### src/rtl/fnd_scan_decoder.sv
// fnd_scan_decoder: reads back a time-multiplexed 4-digit seven-segment drive.
// A {digit, font} pair must be held steady for STABLE_CYCLES edges before it is
// accepted. Accepted digits fill a shadow frame. Once all four digits have been
// seen, the shadow frame is copied to the registered outputs. A partial frame is
// dropped if no non-blank accept arrives for TIMEOUT_CYCLES edges.
module fnd_scan_decoder #(
    parameter int STABLE_CYCLES  = 4,
    parameter int TIMEOUT_CYCLES = 1000
) (
    input  logic        i_clk,
    input  logic        i_reset,
    input  logic [3:0]  i_digit,
    input  logic [7:0]  i_font,
    output logic [15:0] o_value,
    output logic [3:0]  o_dp,
    output logic [3:0]  o_blank,
    output logic        o_frame_valid,
    output logic        o_seg_error,
    output logic        o_timeout
);

    localparam int SW = $clog2(STABLE_CYCLES + 1);
    localparam int TW = $clog2(TIMEOUT_CYCLES + 1);
    localparam logic [SW-1:0] STABLE_LAST  = SW'(STABLE_CYCLES - 1);
    localparam logic [SW-1:0] STABLE_MAX   = SW'(STABLE_CYCLES);
    localparam logic [TW-1:0] TIMEOUT_LAST = TW'(TIMEOUT_CYCLES - 1);
    localparam logic [TW-1:0] TIMEOUT_MAX  = TW'(TIMEOUT_CYCLES);

    logic [11:0]   held;
    logic [SW-1:0] stable_cnt;
    logic [TW-1:0] idle_cnt;
    logic [3:0]    seen;
    logic [15:0]   shadow_value;
    logic [3:0]    shadow_dp;
    logic [3:0]    shadow_blank;

    logic [11:0] pair_in;
    logic        same;
    logic        accept;
    logic        slot_valid;
    logic [1:0]  slot_idx;
    logic        digit_err;
    logic        digit_blank;
    logic        font_ok;
    logic        font_blank;
    logic [3:0]  font_val;
    logic        accept_slot;
    logic        accept_err;
    logic        accept_live;
    logic        commit;
    logic        timeout_fire;
    logic [3:0]  seen_base;

    assign pair_in = {i_digit, i_font};
    assign same    = (pair_in == held);
    // Fires only on the edge the count reaches STABLE_CYCLES; it saturates after that.
    assign accept  = same && (stable_cnt == STABLE_LAST);

    // Digit select: exactly one low bit selects a slot, all-high is blanking.
    always_comb begin
        slot_valid  = 1'b0;
        slot_idx    = 2'd0;
        digit_err   = 1'b0;
        digit_blank = 1'b0;
        case (i_digit)
            4'hE:    begin slot_valid = 1'b1; slot_idx = 2'd0; end
            4'hD:    begin slot_valid = 1'b1; slot_idx = 2'd1; end
            4'hB:    begin slot_valid = 1'b1; slot_idx = 2'd2; end
            4'h7:    begin slot_valid = 1'b1; slot_idx = 2'd3; end
            4'hF:    digit_blank = 1'b1;
            default: digit_err   = 1'b1;
        endcase
    end

    // Active-low segment patterns {g,f,e,d,c,b,a} to hex value, 7F is a dark digit.
    always_comb begin
        font_ok    = 1'b1;
        font_blank = 1'b0;
        font_val   = 4'h0;
        case (i_font[6:0])
            7'h40: font_val = 4'h0;
            7'h79: font_val = 4'h1;
            7'h24: font_val = 4'h2;
            7'h30: font_val = 4'h3;
            7'h19: font_val = 4'h4;
            7'h12: font_val = 4'h5;
            7'h02: font_val = 4'h6;
            7'h78: font_val = 4'h7;
            7'h00: font_val = 4'h8;
            7'h10: font_val = 4'h9;
            7'h08: font_val = 4'hA;
            7'h03: font_val = 4'hB;
            7'h46: font_val = 4'hC;
            7'h21: font_val = 4'hD;
            7'h06: font_val = 4'hE;
            7'h0E: font_val = 4'hF;
            7'h7F: font_blank = 1'b1;
            default: font_ok = 1'b0;
        endcase
    end

    assign accept_slot  = accept && slot_valid && font_ok;
    assign accept_err   = accept && (digit_err || (slot_valid && !font_ok));
    assign accept_live  = accept && !digit_blank;
    assign commit       = (seen == 4'hF);
    // A non-blank accept on the same edge wins over the timeout.
    assign timeout_fire = !commit && !accept_live && (idle_cnt == TIMEOUT_LAST) && (seen != 4'h0);

    // Commit and timeout both start an empty frame; an accept on that edge lands in it.
    always_comb begin
        seen_base = seen;
        if (commit || timeout_fire) begin
            seen_base = 4'h0;
        end
    end

    // Stability filter: reload on any change, count identical edges up to saturation.
    always_ff @(posedge i_clk) begin
        if (i_reset) begin
            held       <= {4'hF, 8'hFF};
            stable_cnt <= '0;
        end else if (!same) begin
            held       <= pair_in;
            stable_cnt <= SW'(1);
        end else if (stable_cnt != STABLE_MAX) begin
            stable_cnt <= stable_cnt + SW'(1);
        end
    end

    // Idle timer: restarts on every non-blank accept and holds at its limit.
    always_ff @(posedge i_clk) begin
        if (i_reset) begin
            idle_cnt <= '0;
        end else if (accept_live) begin
            idle_cnt <= '0;
        end else if (idle_cnt != TIMEOUT_MAX) begin
            idle_cnt <= idle_cnt + TW'(1);
        end
    end

    // Shadow frame fill, frame commit and the three event pulses.
    always_ff @(posedge i_clk) begin
        if (i_reset) begin
            seen          <= 4'h0;
            shadow_value  <= 16'h0000;
            shadow_dp     <= 4'h0;
            shadow_blank  <= 4'h0;
            o_value       <= 16'h0000;
            o_dp          <= 4'h0;
            o_blank       <= 4'h0;
            o_frame_valid <= 1'b0;
            o_seg_error   <= 1'b0;
            o_timeout     <= 1'b0;
        end else begin
            o_frame_valid <= commit;
            o_seg_error   <= accept_err;
            o_timeout     <= timeout_fire;
            if (commit) begin
                o_value <= shadow_value;
                o_dp    <= shadow_dp;
                o_blank <= shadow_blank;
            end
            if (accept_slot) begin
                shadow_value[{slot_idx, 2'b00} +: 4] <= font_val;
                shadow_dp[slot_idx]                  <= ~i_font[7];
                shadow_blank[slot_idx]               <= font_blank;
                seen <= seen_base | (4'b0001 << slot_idx);
            end else begin
                seen <= seen_base;
            end
        end
    end

endmodule

### config.mk
export PLATFORM = sky130hd
export DESIGN_NAME = fnd_scan_decoder
export DESIGN_NICKNAME = d
export VERILOG_FILES = /design/src/rtl/fnd_scan_decoder.sv
export SDC_FILE = /design/constraint.sdc
export NUM_CORES = 1
export LEC_CHECK = 0
export BUFFER_PORTS_ARGS = -buffer_cell sky130_fd_sc_hd__buf_2
export CAP_MARGIN = 30
export CORE_MARGIN = 2
export CORE_UTILIZATION = 35
export DETAILED_ROUTE_END_ITERATION = 10
export GPL_TIMING_DRIVEN = 0
export PLACE_DENSITY = 0.49
export SETUP_SLACK_MARGIN = 0.1
export SLEW_MARGIN = 30
export SYNTH_ARGS = -nofsm -noshare
export SYNTH_HDL_FRONTEND = slang
export SYNTH_SLANG_ARGS = --single-unit
### constraint.sdc
create_clock -name i_clk -period 2.3 [get_ports i_clk]
set_input_delay 0.345 -clock i_clk [delete_from_list [all_inputs] [get_ports i_clk]]
set_output_delay 0.345 -clock i_clk [all_outputs]
set_load 0.05 [all_outputs]
==> results.yml <==
logic_synthesis:
  syn_inst: 444
  seq_area_frac_synth_pct: 40.04
  netlist_area_sq_um: 4000
  syn-num-nets: 470
  synth.avg_cell_area_sq_um: 9.009
  synth-warning-count: 0
  ys_types: 59
  synth-main-ff-cell: "dfxtp_1"
  synthArstFlopShare_pct: 0
  postSynthRegisterBits: 80
  synth-edff-count: 0
clock_tree:
  cts_buffers: 9
  cts_hold_buf: 0
  clk_latency_ns: 0.33
  cts_max_path_buffers: 2
  cts-root-buf: "clkbuf_16"
  cts_sinks: 80
  clkTransAtPathRegs_ns: 0.06
  tritoncts: "built"
  htreeDepth: 3
detailed_routing:
  routedWlPerCell_microns: 13.72
  num_vias: 3119
  ant_nets: 0
  drtIter0Drc: 115
  vias_per_cell: 4.920
  drc: 0
  drt_wl_total_microns: 8700
  drtPass1Iterations: 4
power:
  p_leak_nw: 1.875
  p_per_area_nw_per_um2: 660.9
  ir_drop_mv: 0.3636
setup_path:
  critPathMaxStageDelay_ns: 0.47
  cp_data_arrival_time_ns: 2.38
  cp_top_family: "simple AND/OR/NAND/NOR gates"
  path_max_fanout: 7
  startpoint_type: "input pin"
  setup.worst_path.class: "input pin to flop"
  crit_required_ns: 2.58
  crit_path_cell_trace: "clkbuf_1, xor2_1, nand3_1, ha_1, nor4_2, a21boi_0, mux2_2"
  cp-end-kind: "flop"
  crit_slowest_cell: "nor4_2"
  cp_num_buf_inv: 1
die:
  die_width_microns: 110.9
  die_area_sq_um: 12300
  rows: 39
  io_pins: 41
  fp.coreArea_sq_um: 11270
  die_h_microns: 110.9
  initial_utilization_pct: 35.49
timing:
  finalHoldViolations: 0
  setup_viol: 0
  fmax_ghz: 0.4754
  rsz0062_at_grt: "true"
  drv_slew: 0
  tightest_slew_ns: 0.5755
  fin_crit_sh_pct: 91.46
  relSlewSlack_pct: 61.11
  setup_ws_ns: 0.1964
  finalSetupTns_ns: 0
  min_period_ns: 2.104
  fin_skew_ns: 0.005751
  hold_ws_ns: 0.3422
run:
  drv_cap: 0
final_layout:
  utilization_pct: 41.38
  diodes: 0
  nets: 513
  synthToLayoutAreaGrowth_pct: 16.61
  final_cell_mix: "dfxtp_1 (80), nand2_1 (70), buf_2 (39)"
  layout-drive-gt1-share_pct: 19.55
  nFillCells: 1125
  final_common_cell: "dfxtp_1"
global_route:
  grt_max_degree: 13
  grt_pass1_vias: 2950
  grt_pass1_wl_microns: 14610
  grt_antenna_before_repair: 0
  overflow: 0
  grt_use_total_pct: 14.71
status:
  status: "complete, no violations"
hold_path:
  hold_path_class: "input pin to flop"
place:
  hpwlAfterDp_microns: 6442
  port_buffers: 32
  gp_congestion: 0.7910
  dp_slack_ns: -0.2121
repair_timing:
action | 4_1_cts | 5_1_grt
endpoints found under the setup margin | 0 | 20
setup buffers | 0 | 0
resized for setup | 0 | 4
report_power, final:
part / internal, mW / switching (mW)
clock: 0.896 / 0.537
sequential: 1.40 / 0.0113
combinational: 0.0957 / 0.140
cell type report:
type | count | area, sq um | area share, %
Multi-Input combinational cell | 318 | 2197 | 47.10
Sequential cell | 80 | 1602 | 34.33
Clock buffer | 13 | 260.3 | 5.579
Tap cell | 143 | 178.9 | 3.836
Buffer | 32 | 175.2 | 3.755
Timing Repair Buffer | 32 | 160.2 | 3.433
Inverter | 14 | 52.55 | 1.127
Clock inverter | 2 | 38.79 | 0.8315
registers in the layout, summed over array words and instances (netlist names):
signal and count:
o_value 16, shadow_value 16, held 12, idle_cnt 10, o_blank 4, o_dp 4, seen 4, shadow_blank 4
shadow_dp 4, stable_cnt 3, o_frame_valid 1, o_seg_error 1, o_timeout 1
stage by stage:
stage / instance area [sq um] / total power [mW] / std cells
5_1_grt: 4664 / 3.203 / 634
4_1_cts: 4638 / 3.113 / 634
3_3_place_gp: 4339 / 1.673 / 619
2_1_floorplan: 4000 / 1.623 / 444
3_5_place_dp: 4339 / 1.677 / 619
6_report: 4664 / 3.083 / 634
final timing paths:
| check | to | start | slack, ns | depth (start not counted) |
|---|---|---|---|---|
| worst max-delay path | shadow_value[15] | i_digit[1] | 0.20 | 7 |
| worst min-delay path | held[8] | i_digit[0] | 0.34 | 2 |
| worst max register to register | shadow_value[3] | held[5] | 0.34 | 5 |
| worst min register to register | o_value[11] | shadow_value[11] | 0.45 | 2 |
routing by layer:
layer / up-vias / track usage [%] / share of wire [%]
li1: 1612 / - / -
met1: 1446 / 19.20 / 47
met2: 53 / 23.89 / 47
met3: 8 / 3.171 / 3.6
met4: 0 / 5.500 / 1.6
met5: - / 0 / 0
synthesized netlist by cell type (2+ instances only):
master / n / area share [%]
mux2i_1: 22 / 5.5
nor4b_1: 3 / 0.66
or2_2: 15 / 2.3
and4b_1: 2 / 0.50
xnor2_1: 16 / 3.5
a211oi_1: 2 / 0.38
nand2b_1: 20 / 3.1
buf_6: 3 / 0.84
nor2b_1: 4 / 0.63
ha_1: 12 / 3.8
clkbuf_1: 17 / 1.6
o2111ai_1: 4 / 0.88
nand4_1: 6 / 0.94
or3_1: 2 / 0.31
nor2_1: 22 / 2.1
nor4bb_1: 3 / 0.75
nor3b_1: 2 / 0.38
and3b_1: 3 / 0.66
nor4_1: 5 / 0.78
inv_1: 13 / 1.2
and4_1: 2 / 0.44
o41ai_1: 5 / 1.1
buf_2: 7 / 0.88
nand3_1: 9 / 1.1
a21oi_1: 31 / 3.9
a21boi_0: 4 / 0.75
mux2_2: 3 / 0.84
dfxtp_1: 80 / 40
xor2_1: 9 / 2.0
nand2_1: 70 / 6.6
o211ai_1: 5 / 0.94
buf_4: 3 / 0.56
o2111ai_2: 3 / 1.1
nor3_1: 7 / 0.88
o21ai_0: 6 / 0.75
worst reg2reg max path, stage by stage (launching register included):
cell       delay [ns]
dfxtp_1          0.40
xnor2_4          0.14
nand4_2          0.14
nor3_4           0.48
o2111ai_4        0.33
mux2_4           0.37
logic make-up after synthesis:
| kind of cell | synth area share (%) |
|---|---|
| compound gates | 13.42 |
| xor+xnor | 6.569 |
| fa+ha+maj | 4.004 |
| buf+inv | 5.692 |
| flops | 40.04 |
| mux | 6.725 |
| simple gates | 23.55 |
(Power assumes the default switching activity.)
